### src/rtl/ofmap_packetizer_if.sv
`default_nettype none
// ============================================================================
// Module   : ofmap_packetizer_if
// Purpose  : Pixel-result input stream and NoC packet output stream bundle.
// Revision : 1.0
// ============================================================================
interface ofmap_packetizer_if;
    logic        in_valid;
    logic        in_ready;
    logic [4:0]  in_row;
    logic [4:0]  in_col;
    logic        in_spike;
    logic        in_last;
    logic        noc_valid;
    logic        noc_ready;
    logic [63:0] noc_data;

    modport master (
        output in_valid, in_row, in_col, in_spike, in_last, noc_ready,
        input  in_ready, noc_valid, noc_data
    );

    modport slave (
        input  in_valid, in_row, in_col, in_spike, in_last, noc_ready,
        output in_ready, noc_valid, noc_data
    );
endinterface
`default_nettype wire

### src/rtl/ofmap_packetizer.sv
`default_nettype none
// ============================================================================
// Module   : ofmap_packetizer
// Purpose  : Queues per-pixel spike results and emits 64-bit output NoC
//            packets plus a DONE packet per timestep. Optional range checking
//            is compiled in with OFMAP_PKT_BOUNDS_CHECK_EN.
// Revision : 1.0
// ============================================================================
module ofmap_packetizer #(
    parameter logic [3:0]  SRC_ADDR   = 4'b0001,
    parameter logic [3:0]  DST_ADDR   = 4'b0000,
    parameter int unsigned DEPTH      = 8,
    parameter int unsigned OFMAP_ROWS = 21,
    parameter int unsigned OFMAP_COLS = 21
) (
    input  wire logic           clk,
    input  wire logic           reset,
    ofmap_packetizer_if.slave   bus,
    output logic [7:0]          ts_count,
    output logic                bounds_err
);
    localparam int unsigned             c_PTR_W = (DEPTH > 1) ? $clog2(DEPTH) : 1;
    localparam int unsigned             c_CNT_W = c_PTR_W + 1;
    localparam logic [c_CNT_W-1:0]      c_DEPTH = c_CNT_W'(DEPTH);
    localparam logic [63:0]             c_HDR   = {DST_ADDR, SRC_ADDR, 2'b11, 54'd0};
    localparam logic [63:0]             c_DONE  = c_HDR | 64'h1FF;

    localparam logic [1:0] S_IDLE      = 2'd0;
    localparam logic [1:0] S_SEND      = 2'd1;
    localparam logic [1:0] S_SEND_DONE = 2'd2;

    logic [11:0]         r_mem [DEPTH];
    logic [c_PTR_W-1:0]  r_wr_ptr;
    logic [c_PTR_W-1:0]  r_rd_ptr;
    logic [c_CNT_W-1:0]  r_count;
    logic [1:0]          r_state;
    logic [1:0]          w_next_state;
    logic [63:0]         r_data;
    logic [63:0]         w_data_nxt;
    logic                r_last;
    logic                w_last_nxt;
    logic                w_ts_inc;
    logic [7:0]          r_ts_count;
    logic                w_accept;
    logic                w_push;
    logic                w_pop;
    logic                w_oob;
    logic                w_spike_eff;
    logic [11:0]         w_head;

    // Ready depends only on occupancy, never on a same-cycle pop.
    assign bus.in_ready = !reset && (r_count < c_DEPTH);
    assign w_accept     = bus.in_valid && bus.in_ready;
    assign w_spike_eff  = bus.in_spike && !w_oob;
    assign w_push       = w_accept && (w_spike_eff || bus.in_last);
    assign w_pop        = (r_state == S_IDLE) && (r_count != '0);
    assign w_head       = r_mem[r_rd_ptr];

`ifdef OFMAP_PKT_BOUNDS_CHECK_EN
    localparam logic [5:0] c_ROWS = 6'(OFMAP_ROWS);
    localparam logic [5:0] c_COLS = 6'(OFMAP_COLS);
    logic r_bounds_err;

    assign w_oob = ({1'b0, bus.in_row} >= c_ROWS) || ({1'b0, bus.in_col} >= c_COLS);

    always_ff @(posedge clk or posedge reset) begin
        if (reset) begin
            r_bounds_err <= 1'b0;
        end else if (w_accept && w_oob) begin
            r_bounds_err <= 1'b1;
        end
    end

    assign bounds_err = r_bounds_err;
`else
    // Range parameters only matter when checking is compiled in.
    if ((OFMAP_ROWS == 0) || (OFMAP_COLS == 0)) begin : g_no_range
    end

    assign w_oob      = 1'b0;
    assign bounds_err = 1'b0;
`endif

    always_ff @(posedge clk) begin
        if (w_push) begin
            r_mem[r_wr_ptr] <= {bus.in_row, bus.in_col, w_spike_eff, bus.in_last};
        end
    end

    always_ff @(posedge clk or posedge reset) begin
        if (reset) begin
            r_wr_ptr <= '0;
            r_rd_ptr <= '0;
            r_count  <= '0;
        end else begin
            if (w_push) r_wr_ptr <= r_wr_ptr + c_PTR_W'(1);
            if (w_pop)  r_rd_ptr <= r_rd_ptr + c_PTR_W'(1);
            case ({w_push, w_pop})
                2'b10:   r_count <= r_count + c_CNT_W'(1);
                2'b01:   r_count <= r_count - c_CNT_W'(1);
                default: r_count <= r_count;
            endcase
        end
    end

    always_ff @(posedge clk or posedge reset) begin
        if (reset) begin
            r_state <= S_IDLE;
        end else begin
            r_state <= w_next_state;
        end
    end

    always_comb begin
        w_next_state = r_state;
        case (r_state)
            S_IDLE:      if (w_pop) w_next_state = w_head[1] ? S_SEND : S_SEND_DONE;
            S_SEND:      if (bus.noc_ready) w_next_state = r_last ? S_SEND_DONE : S_IDLE;
            S_SEND_DONE: if (bus.noc_ready) w_next_state = S_IDLE;
            default:     w_next_state = S_IDLE;
        endcase
    end

    // A last-only entry goes straight to DONE; a spike+last entry chains DONE after SEND.
    always_comb begin
        w_data_nxt = r_data;
        w_last_nxt = r_last;
        w_ts_inc   = 1'b0;
        case (r_state)
            S_IDLE: begin
                if (w_pop) begin
                    w_last_nxt = w_head[0];
                    w_data_nxt = w_head[1] ? (c_HDR | {54'd0, w_head[11:2]}) : c_DONE;
                end
            end
            S_SEND: begin
                if (bus.noc_ready && r_last) w_data_nxt = c_DONE;
            end
            S_SEND_DONE: begin
                w_ts_inc = bus.noc_ready;
            end
            default: begin
                w_data_nxt = r_data;
            end
        endcase
    end

    always_ff @(posedge clk or posedge reset) begin
        if (reset) begin
            r_data     <= '0;
            r_last     <= 1'b0;
            r_ts_count <= '0;
        end else begin
            r_data <= w_data_nxt;
            r_last <= w_last_nxt;
            if (w_ts_inc) r_ts_count <= r_ts_count + 8'd1;
        end
    end

    assign bus.noc_valid = (r_state != S_IDLE);
    assign bus.noc_data  = r_data;
    assign ts_count      = r_ts_count;
endmodule
`default_nettype wire

### src/flat_wrapper.sv
// flat-port wrapper written by rule: the top's interface ports become plain ports
module ofmap_packetizer_flat 
#(
    parameter logic [3:0]  SRC_ADDR   = 4'b0001,
    parameter logic [3:0]  DST_ADDR   = 4'b0000,
    parameter int unsigned DEPTH      = 8,
    parameter int unsigned OFMAP_ROWS = 21,
    parameter int unsigned OFMAP_COLS = 21
)
  (clk, reset, ts_count, bounds_err, bus_in_valid, bus_in_row, bus_in_col, bus_in_spike, bus_in_last, bus_noc_ready, bus_in_ready, bus_noc_valid, bus_noc_data);
  ofmap_packetizer_if bus_i ();
  input  wire logic clk;
  input  wire logic reset;
  output logic [7:0] ts_count;
  output logic bounds_err;
  input wire logic [$bits(bus_i.in_valid)-1:0] bus_in_valid;
  input wire logic [$bits(bus_i.in_row)-1:0] bus_in_row;
  input wire logic [$bits(bus_i.in_col)-1:0] bus_in_col;
  input wire logic [$bits(bus_i.in_spike)-1:0] bus_in_spike;
  input wire logic [$bits(bus_i.in_last)-1:0] bus_in_last;
  input wire logic [$bits(bus_i.noc_ready)-1:0] bus_noc_ready;
  output wire logic [$bits(bus_i.in_ready)-1:0] bus_in_ready;
  output wire logic [$bits(bus_i.noc_valid)-1:0] bus_noc_valid;
  output wire logic [$bits(bus_i.noc_data)-1:0] bus_noc_data;
  assign bus_i.in_valid = bus_in_valid;
  assign bus_i.in_row = bus_in_row;
  assign bus_i.in_col = bus_in_col;
  assign bus_i.in_spike = bus_in_spike;
  assign bus_i.in_last = bus_in_last;
  assign bus_i.noc_ready = bus_noc_ready;
  assign bus_in_ready = bus_i.in_ready;
  assign bus_noc_valid = bus_i.noc_valid;
  assign bus_noc_data = bus_i.noc_data;
  ofmap_packetizer #(.SRC_ADDR(SRC_ADDR), .DST_ADDR(DST_ADDR), .DEPTH(DEPTH), .OFMAP_ROWS(OFMAP_ROWS), .OFMAP_COLS(OFMAP_COLS)) u_core (.clk(clk), .reset(reset), .bus(bus_i), .ts_count(ts_count), .bounds_err(bounds_err));
endmodule
### config.mk
export PLATFORM = sky130hd
export DESIGN_NAME = ofmap_packetizer_flat
export DESIGN_NICKNAME = d
export VERILOG_FILES = /design/src/rtl/ofmap_packetizer_if.sv /design/src/rtl/ofmap_packetizer.sv /design/src/flat_wrapper.sv
export SDC_FILE = /design/constraint.sdc
export NUM_CORES = 1
export LEC_CHECK = 0
export CORE_MARGIN = 5
export CORE_UTILIZATION = 55
export DETAILED_ROUTE_END_ITERATION = 10
export PLACE_DENSITY = 0.82
export REMOVE_ABC_BUFFERS = 1
export SLEW_MARGIN = 15
export SYNTH_ARGS = -nofsm -noshare
export SYNTH_HDL_FRONTEND = slang
export SYNTH_SLANG_ARGS = --single-unit
### constraint.sdc
create_clock -name clk -period 4.1 [get_ports clk]
set_input_delay 0.82 -clock clk [delete_from_list [all_inputs] [get_ports clk]]
set_output_delay 0.82 -clock clk [all_outputs]
set_load 0.05 [all_outputs]
# Yosys cells after proc, flatten, opt, wreduce, memory -nomap -nowiden
# Memories as Yosys holds them, arrays and structs flattened.
# Index checks and enable logic that the tools add are counted.
# word_totals
regBits,85
ram_bits,96
input_bits,16
out_inout_bits,75
wordCells,51
n_memories,1
# op_classes
addsub,5
order_cmp,1
eq_ne,8
muxes,14
reduce_logical,15
# memory_table
memory,depth,width,read_ports,rd_ports_with_merged_regs,wr,line,text
u_core.r_mem,8,12,1,0,1,ofmap_packetizer.sv:32,logic [11:0] r_mem [DEPTH];
# op_table
cell,n
2-to-1 mux 64 bit,2
case mux 64 bit (2 select lines),1
2-to-1 mux 10 bit,1
2-to-1 mux 2 bit,5
adder 8 x 1 -> 8 bit (second input constant),1
case mux 4 bit (2 select lines),1
adder 3 x 1 -> 3 bit (second input constant),2
case mux 2 bit (3 select lines),1
AND reduction 3 bit,2
nonzero test 2 bit,3
logical AND 1 bit,5
adder 4 x 1 -> 4 bit (second input constant),1
== test 2 x 1 -> 1 bit (second input constant),2
== test 2 bit (second input constant),2
less-than comparator 4 bit (second input constant),1
!= test 2 x 1 -> 1 bit (second input constant),2
!= test 2 bit (second input constant),2
nonzero test 4 bit,1
subtractor 4 x 1 -> 4 bit (second input constant),1
2-to-1 mux 1 bit,3
logical NOT 2 bit,1
AND reduction 2 bit,1
logical NOT 1 bit,1
logical OR 1 bit,1

# Logic depth before layout (Yosys ltp)
# Gate-level depths: netlist (run 1).
# logic_depth
ltp_word,6
depth_mapped,11
ltp_nobuf,10

# Worst setup path after synthesis (run 1)
# Ideal clock, no wire load.
# synth_path
path_kind,input to register
startpoint,input port reset
endpoint,memory u_core.r_mem[0][0] (enable)
setup_time_ps,396
arrival_time_ps,2856
required_time_ps,3704
setup_slack_ps,848
cell_stages,4
n_path_buf,0
path_cell_list,nor2_1 -> o211a_1 -> nand2b_1 -> nor3_1
# synth_between
elab_chain_cells,6
# synth_rtl
item,line,text
from (decl),flat_wrapper.sv:13,input wire logic reset;
logical NOT 1 bit (no source line),--,
logical AND 1 bit,ofmap_packetizer.sv:52,assign bus.in_ready = !reset && (r_count < c_DEPTH);
logical AND 1 bit,ofmap_packetizer.sv:53,assign w_accept = bus.in_valid && bus.in_ready;
logical AND 1 bit,ofmap_packetizer.sv:55,assign w_push = w_accept && (w_spike_eff || bus.in_last);
2-to-1 mux 1 bit,ofmap_packetizer.sv:85,if (w_push) begin
2-to-1 mux 1 bit (not written as such),ofmap_packetizer.sv:86,"r_mem[r_wr_ptr] <= {bus.in_row, bus.in_col, w_spike_eff, bus.in_last};"
to (decl),ofmap_packetizer.sv:32,
# Every way passes these cells.

# Final worst setup path (run 1)
# layout_path
startpoint,input port reset
endpoint,output port bus_in_ready
# layout_between
elab_chain_cells,2
# layout_rtl
item,line,text
logical NOT 1 bit (no source line),--,
logical AND 1 bit,ofmap_packetizer.sv:52,
to (decl),flat_wrapper.sv:22,output wire logic [$bits(bus_i.in_ready)-1:0] bus_in_ready;
# Every way passes these cells.

==> results of run 1 <==
-- synth_stat cells (5+ instances only) --
cell type,count
a2bb2oi_1,9
buf_4,55
dfrtp_1,32
edfxtp_1,96
ha_1,6
inv_1,5
mux2_2,5
mux2i_1,11
mux4_2,22
nand2_1,14
nand2b_1,7
nor2_1,12
xnor2_1,10
xor2_1,6
-- cells by family (layout without fill, tap and decap cells) --
logic type	count (synthesis)	after routing	share of synthesized area, %
AO/OA/AOI/OAI	19	19	2.96
XOR/XNOR	16	16	2.55
adder cells (fa/ha/maj)	6	6	1.37
buffers and inverters	69	91	8.82
flip-flops	128	128	67.1
multiplexers	38	38	12.1
other	1	52	0.0683
AND/OR/NAND/NOR	53	53	5.08
-- placed cells by master (no fill, tap or decap), drive strengths merged, types with 3 or more instances in the layout --
cell type | synthesis | layout
edfxtp | 96 | 96
conb | 1 | 52
clkdlybuf4s50 | 0 | 38
dfrtp | 32 | 32
mux4 | 22 | 22
clkbuf | 2 | 21
buf | 62 | 16
nand2 | 14 | 14
nor2 | 12 | 12
mux2i | 11 | 11
xnor2 | 10 | 10
a2bb2oi | 9 | 9
nand2b | 7 | 7
xor2 | 6 | 6
ha | 6 | 6
inv | 5 | 5
mux2 | 5 | 5
bufinv | 0 | 5
clkinv | 0 | 4
nand4 | 3 | 3
nand3 | 3 | 3
nor3 | 3 | 3
or2 | 3 | 3
-- worst paths after layout --
kind                                   start                endpoint  slack (ns)  cells after the start
max                                    reset            bus_in_ready        1.09                      3
min                            u_core.r_last           u_core.r_last        0.48                      2
max reg2reg                u_core.r_count[1]       u_core.r_count[2]        1.27                     10
min reg2reg                    u_core.r_last           u_core.r_last        0.48                      2
max in group asynchronous              reset  u_core.bus.noc_data[1]        3.01                      3
min in group asynchronous              reset  u_core.bus.noc_data[3]        0.76                      3
-- registers in the layout, indices dropped and copies added (netlist names) --
| name | cells |
|---|---|
| u_core.bus.noc_data | 11 |
| u_core.r_count | 4 |
| u_core.r_last | 1 |
| u_core.r_mem | 96 |
| u_core.r_rd_ptr | 3 |
| u_core.r_state | 2 |
| u_core.r_wr_ptr | 3 |
| u_core.ts_count | 8 |
-- report_power, final --
group | switching (W) | total, W | internal, W
sequential | 0.000229 | 0.00180 | 0.00157
clock | 0.000521 | 0.00161 | 0.00109
combinational | 0.000882 | 0.00155 | 0.000671
total | 0.00163 | 0.00496 | 0.00333
-- stage by stage --
step,total power (W),instance area [um2],utilization (%),hold WS [ns],cells
finish,0.00496,6540,66.9,0.483,536
global route,0.00520,6540,66.9,0.522,536
CTS,0.00501,6540,66.9,0.486,536
detailed placement,0.00336,5890,60.3,0.473,504
global placement,0.00329,5890,60.3,0.464,504
floorplan,0.00291,5220,-,0.450,317
-- area by class of cell --
type,instances,area [um2],share of cell area [%]
Clock buffer,21,459,7.02
Clock inverter,11,185,2.83
Inverter,5,18.8,0.287
Multi-Input combinational cell,184,1520,23.3
Sequential cell,128,3680,56.3
Tap cell,133,166,2.55
Timing Repair Buffer,54,500,7.66
-- worst min-delay path, delay by kind of cell, from the launching register on --
kind | cells | cell delay [ns]
AND/OR/NAND/NOR | 1 | 0.05
flip-flops | 1 | 0.34
AO/OA/AOI/OAI | 1 | 0.06
-- routing by layer --
layer  routed length (um)  up-vias
li1                     -     1256
met2                 5530      142
met3                  803       10
met5                    0        -
met4                  146        0
met1                 4130     1457
==> key figures, run 1 <==
Setup path
  • Critical path buffers and inverters: 2
  • CP max stage cell: clkdlybuf4s50_1
  • CP Launch Type: input port
  • Critical path type: input port to output port
  • Setup crit end kind: output port
  • CP max FO: 2
  • Worst path cell trace: clkdlybuf4s50_1 > nor2_1 > clkdlybuf4s50_1
  • Worst Path Required: 3.28 ns
  • Crit path DAT: 2.19 ns
  • Crit-path max cell delay: 0.82 ns
  • Crit-path most repeated cell: clkdlybuf4s50_1
  • CP delay by family, top: buffers and inverters

Synth
  • Mapped Cells: 330
  • Synth async-reset ratio: 25.0%
  • Syn_area_per_cell: 16.6 um2
  • Post-synth EDFFs: 96
  • Main area contributors after synthesis: edfxtp_1 (53%), dfrtp_1 (15%), mux4_2 (9.0%)
  • Synth Warn #: 0
  • Primary FF master, synth: edfxtp_1
  • Seq cells post-synth: 128
  • Distinct cells, synth: 42
  • Cell accounting for the most synthesized area: edfxtp_1
  • Register area share after synthesis: 67.1%
  • Post-Syn Area: 5490 um2
  • Yosys top cell area share: 52.5%

Finish
  • Area grow syn2layout: 19.1%
  • Diodes inserted: 0
  • Final nets: 412
  • Share of layout cells above drive strength 1: 19.9%
  • Fillers: 637

Timing
  • Slew @ Worst Pin: 1.03 ns
  • RSZ-0062 raised after global routing: false
  • Final Hold Vio Count: 0
  • Fmax: 332 MHz
  • Clock skew: 0.0117 ns
  • Endpoints failing setup: 0
  • Setup slack after layout: 1.09 ns
  • Min Tclk post-route: 3.01 ns
  • Crit share post-route: 73.5%
  • Relative slew slack: 31.3%
  • Max Slew Vio Count: 0
  • Setup TNS: 0 ns

Route
  • DR vias: 2,865
  • Detailed-route wire length per cell: 19.8 um
  • DRT iter0 DRCs: 133
  • Post-DRT Antenna Nets: 0
  • Detailed Route WL: 10,600 um
  • # DRC: 0
  • Router iterations before antenna repair: 5
  • Vias per cell: 5.35

GRT
  • Layer with the highest usage: met2
  • GRT overflow: 0
  • Met1 Track Usage GR: 23.5%
  • M2 GR Usage: 32.7%
  • Global Route met3 Usage: 4.29%
  • Total Routing Usage GR: 19.3%
  • First-pass GRT wire length: 16,600 um
  • Largest net degree at the start of global routing: 33
  • Initial antenna violation count: 0
  • Vias in the first global route: 3,013

Clock tree
  • CTS max path bufs: 2
  • Clk Latency, worst-skew pair: 0.51 ns
  • CTS Buf Count: 17
  • Worst-path clk slew: 0.05 ns
  • Clock Sinks: 128
  • Root buf cell: clkbuf_8
  • CTS resizes: 0
  • H-tree levels: 4
  • CTS tree: done
  • Hold buffer count at CTS: 0
  • Setup Buffers After CTS: 0

Floorplan
  • Die Span Y: 110 um
  • Die X: 110 um
  • FP Rows: 36
  • Io pins: 91
  • Initial core utilization: 56.2%
  • Die footprint: 12,100 um2
  • Placeable Area: 9770 um2

Placement
  • HPWL Detailed: 6440 um
  • I/O Buffers: 38
  • GPL Wtd Cong: 0.719
  • Setup WS pre-CTS: 1.00 ns

Status
  • Status: completed

Power
  • Pwr per Cell Area: 759 nW/um2
  • VDD IR max: 0.000348 V
  • Leakage: 2.45 nW

Hold path
  • Hold Crit Class: flop to flop

Job
  • MaxCap Viol Count: 0
Note: power is estimated with default switching activity, not from simulation.
==> run 2: changes to the inputs <==
- CORE_UTILIZATION: 55 -> 48
- PLACE_DENSITY: 0.82 -> 0.76
- clock period: 4.1 -> 2.6 ns (I/O delays scaled with it)
==> run 2 against run 1 <==
- core utilization fell by 8.7 points
- register-to-register slack got worse by 0.90 ns
- combinational power increased by 68%
- global-route usage down 2.6 points
- critical path depth shrank 1
- clock power rose by 42%
- total power is 55% higher
- clock skew decreased by 0.0025 ns
- non-clock buffer count increased by 11
- wire length did not move
- final area rose by 0.69%
- via count fell by 0.10%
==> key figures, run 2 (same netlist as run 1, synthesis figures left out) <==
Timing
  • Fmax: 431 MHz
  • Clock skew: 0.00926 ns
  • Relative slew slack: 53.5%
  • Setup slack after layout: 0.281 ns
  • Endpoints failing setup: 0
  • RSZ-0062 raised after global routing: false
  • Max Slew Vio Count: 0
  • Crit share post-route: 89.2%
  • Final Hold Vio Count: 0
  • Hold Slack: 0.499 ns
  • Min Tclk post-route: 2.32 ns
  • Slew @ Worst Pin: 0.697 ns

Clock tree
  • H-tree levels: 4
  • Worst-path clk slew: 0.06 ns
  • Clk Latency, worst-skew pair: 0.41 ns
  • Hold buffer count at CTS: 0
  • CTS max path bufs: 2
  • Setup Buffers After CTS: 0
  • Clock Sinks: 128
  • CTS tree: done
  • CTS resizes: 0
  • CTS Buf Count: 17
  • Root buf cell: clkbuf_16

GRT
  • First-pass GRT wire length: 16,400 um
  • Initial antenna violation count: 0
  • Largest net degree at the start of global routing: 33
  • Vias in the first global route: 2,979
  • Total Routing Usage GR: 16.7%
  • GRT overflow: 0

Hold path
  • Hold Crit Class: flop to flop

Status
  • Status: completed

Power
  • VDD IR max: 0.000833 V
  • Leakage: 2.47 nW
  • Design Power: 0.00768 W
  • Pwr per Cell Area: 1170 nW/um2

Setup path
  • Setup crit end kind: output port
  • Critical path type: flop to output port
  • Crit path DAT: 1.80 ns
  • Worst Path Required: 2.08 ns
  • CP Launch Type: flop
  • CP max FO: 5

Placement
  • GPL Wtd Cong: 0.733
  • HPWL Detailed: 6880 um
  • Placed cells: 525
  • DP Area: 6000 um2
  • Setup WS pre-CTS: -0.0197 ns
  • I/O Buffers: 38

Finish
  • Share of layout cells above drive strength 1: 21.5%
  • Final Cell Area: 6580 um2
  • Fillers: 859
  • Area of the multi-input gates: 1510 um2
  • Diodes inserted: 0
  • Commonest non-fill, non-tap cell in the layout: edfxtp_1
  • Area grow syn2layout: 19.9%
  • Register area: 3680 um2
  • Post-Layout Cell Count: 557
  • Max reg flops: 96
  • Top reg by flops: u_core.r_mem
  • Most frequent cells in the layout: edfxtp_1 (96), conb_1 (52), clkdlybuf4s50_1 (37)
  • Final nets: 423

Route
  • Detailed Route WL: 10,600 um
  • Detailed-route wire length per cell: 19.0 um
  • DR vias: 2,862
  • DRT iter0 DRCs: 137
  • Router iterations before antenna repair: 4
  • Post-DRT Antenna Nets: 0
  • Vias per cell: 5.14
  • # DRC: 0

Floorplan
  • Placeable Area: 11,300 um2
  • Die X: 117 um
  • Die Span Y: 117 um
  • Io pins: 91
  • FP Rows: 39
  • Die footprint: 13,700 um2
  • Initial core utilization: 48.5%

Job
  • MaxCap Viol Count: 0
==> run 2: path summary, 6_finish.rpt <==
kind | startpoint | end | slack [ns] | cells past startpoint
worst min-delay path | u_core.r_last | u_core.r_last | 0.50 | 2
min in group asynchronous | reset | u_core.r_count[3] | 0.55 | 3
worst min register to register | u_core.r_last | u_core.r_last | 0.50 | 2
worst max-delay path | u_core.r_state[0] | bus_noc_valid | 0.28 | 2
max in group asynchronous | reset | u_core.bus.noc_data[7] | 1.73 | 3
worst max register to register | u_core.r_count[1] | u_core.r_count[2] | 0.37 | 10
==> run 2: cell type report <==
cell class                      instances  area share [%]
Clock inverter                         13            2.11
Multi-Input combinational cell        184            23.0
Sequential cell                       128            56.0
Clock buffer                           19            6.73
Inverter                                5           0.285
Tap cell                              143            2.72
Timing Repair Buffer                   65            9.20
==> run 2: report_power, final <==
part	total, W	internal [W]	switching (W)
Sequential	0.00277	0.00248	0.000299
Combinational	0.00261	0.00115	0.00146
Clock	0.00229	0.00144	0.000856
==> run 2: per-layer routing <==
layer,GRT usage (%),part of all wire [%],routed length (um)
met5,0,0,0
met4,6.12,1.7,177
met3,4.73,7.6,802
met2,28.4,51,5390
met1,20.5,40,4240
==> run 2: critical path: stages (launching register included) <==
cell	delay, ns
dfrtp_1	0.41
or2_1	0.27
clkdlybuf4s50_1	0.71
==> run 2: stage by stage <==
stage | util (%) | setup TNS [ns]
after floorplan | - | -9.62
after global routing | 58.1 | 0
after detailed placement | 53.0 | -0.0197
after CTS | 58.1 | 0
after global placement | 53.0 | 0
final | 58.1 | 0
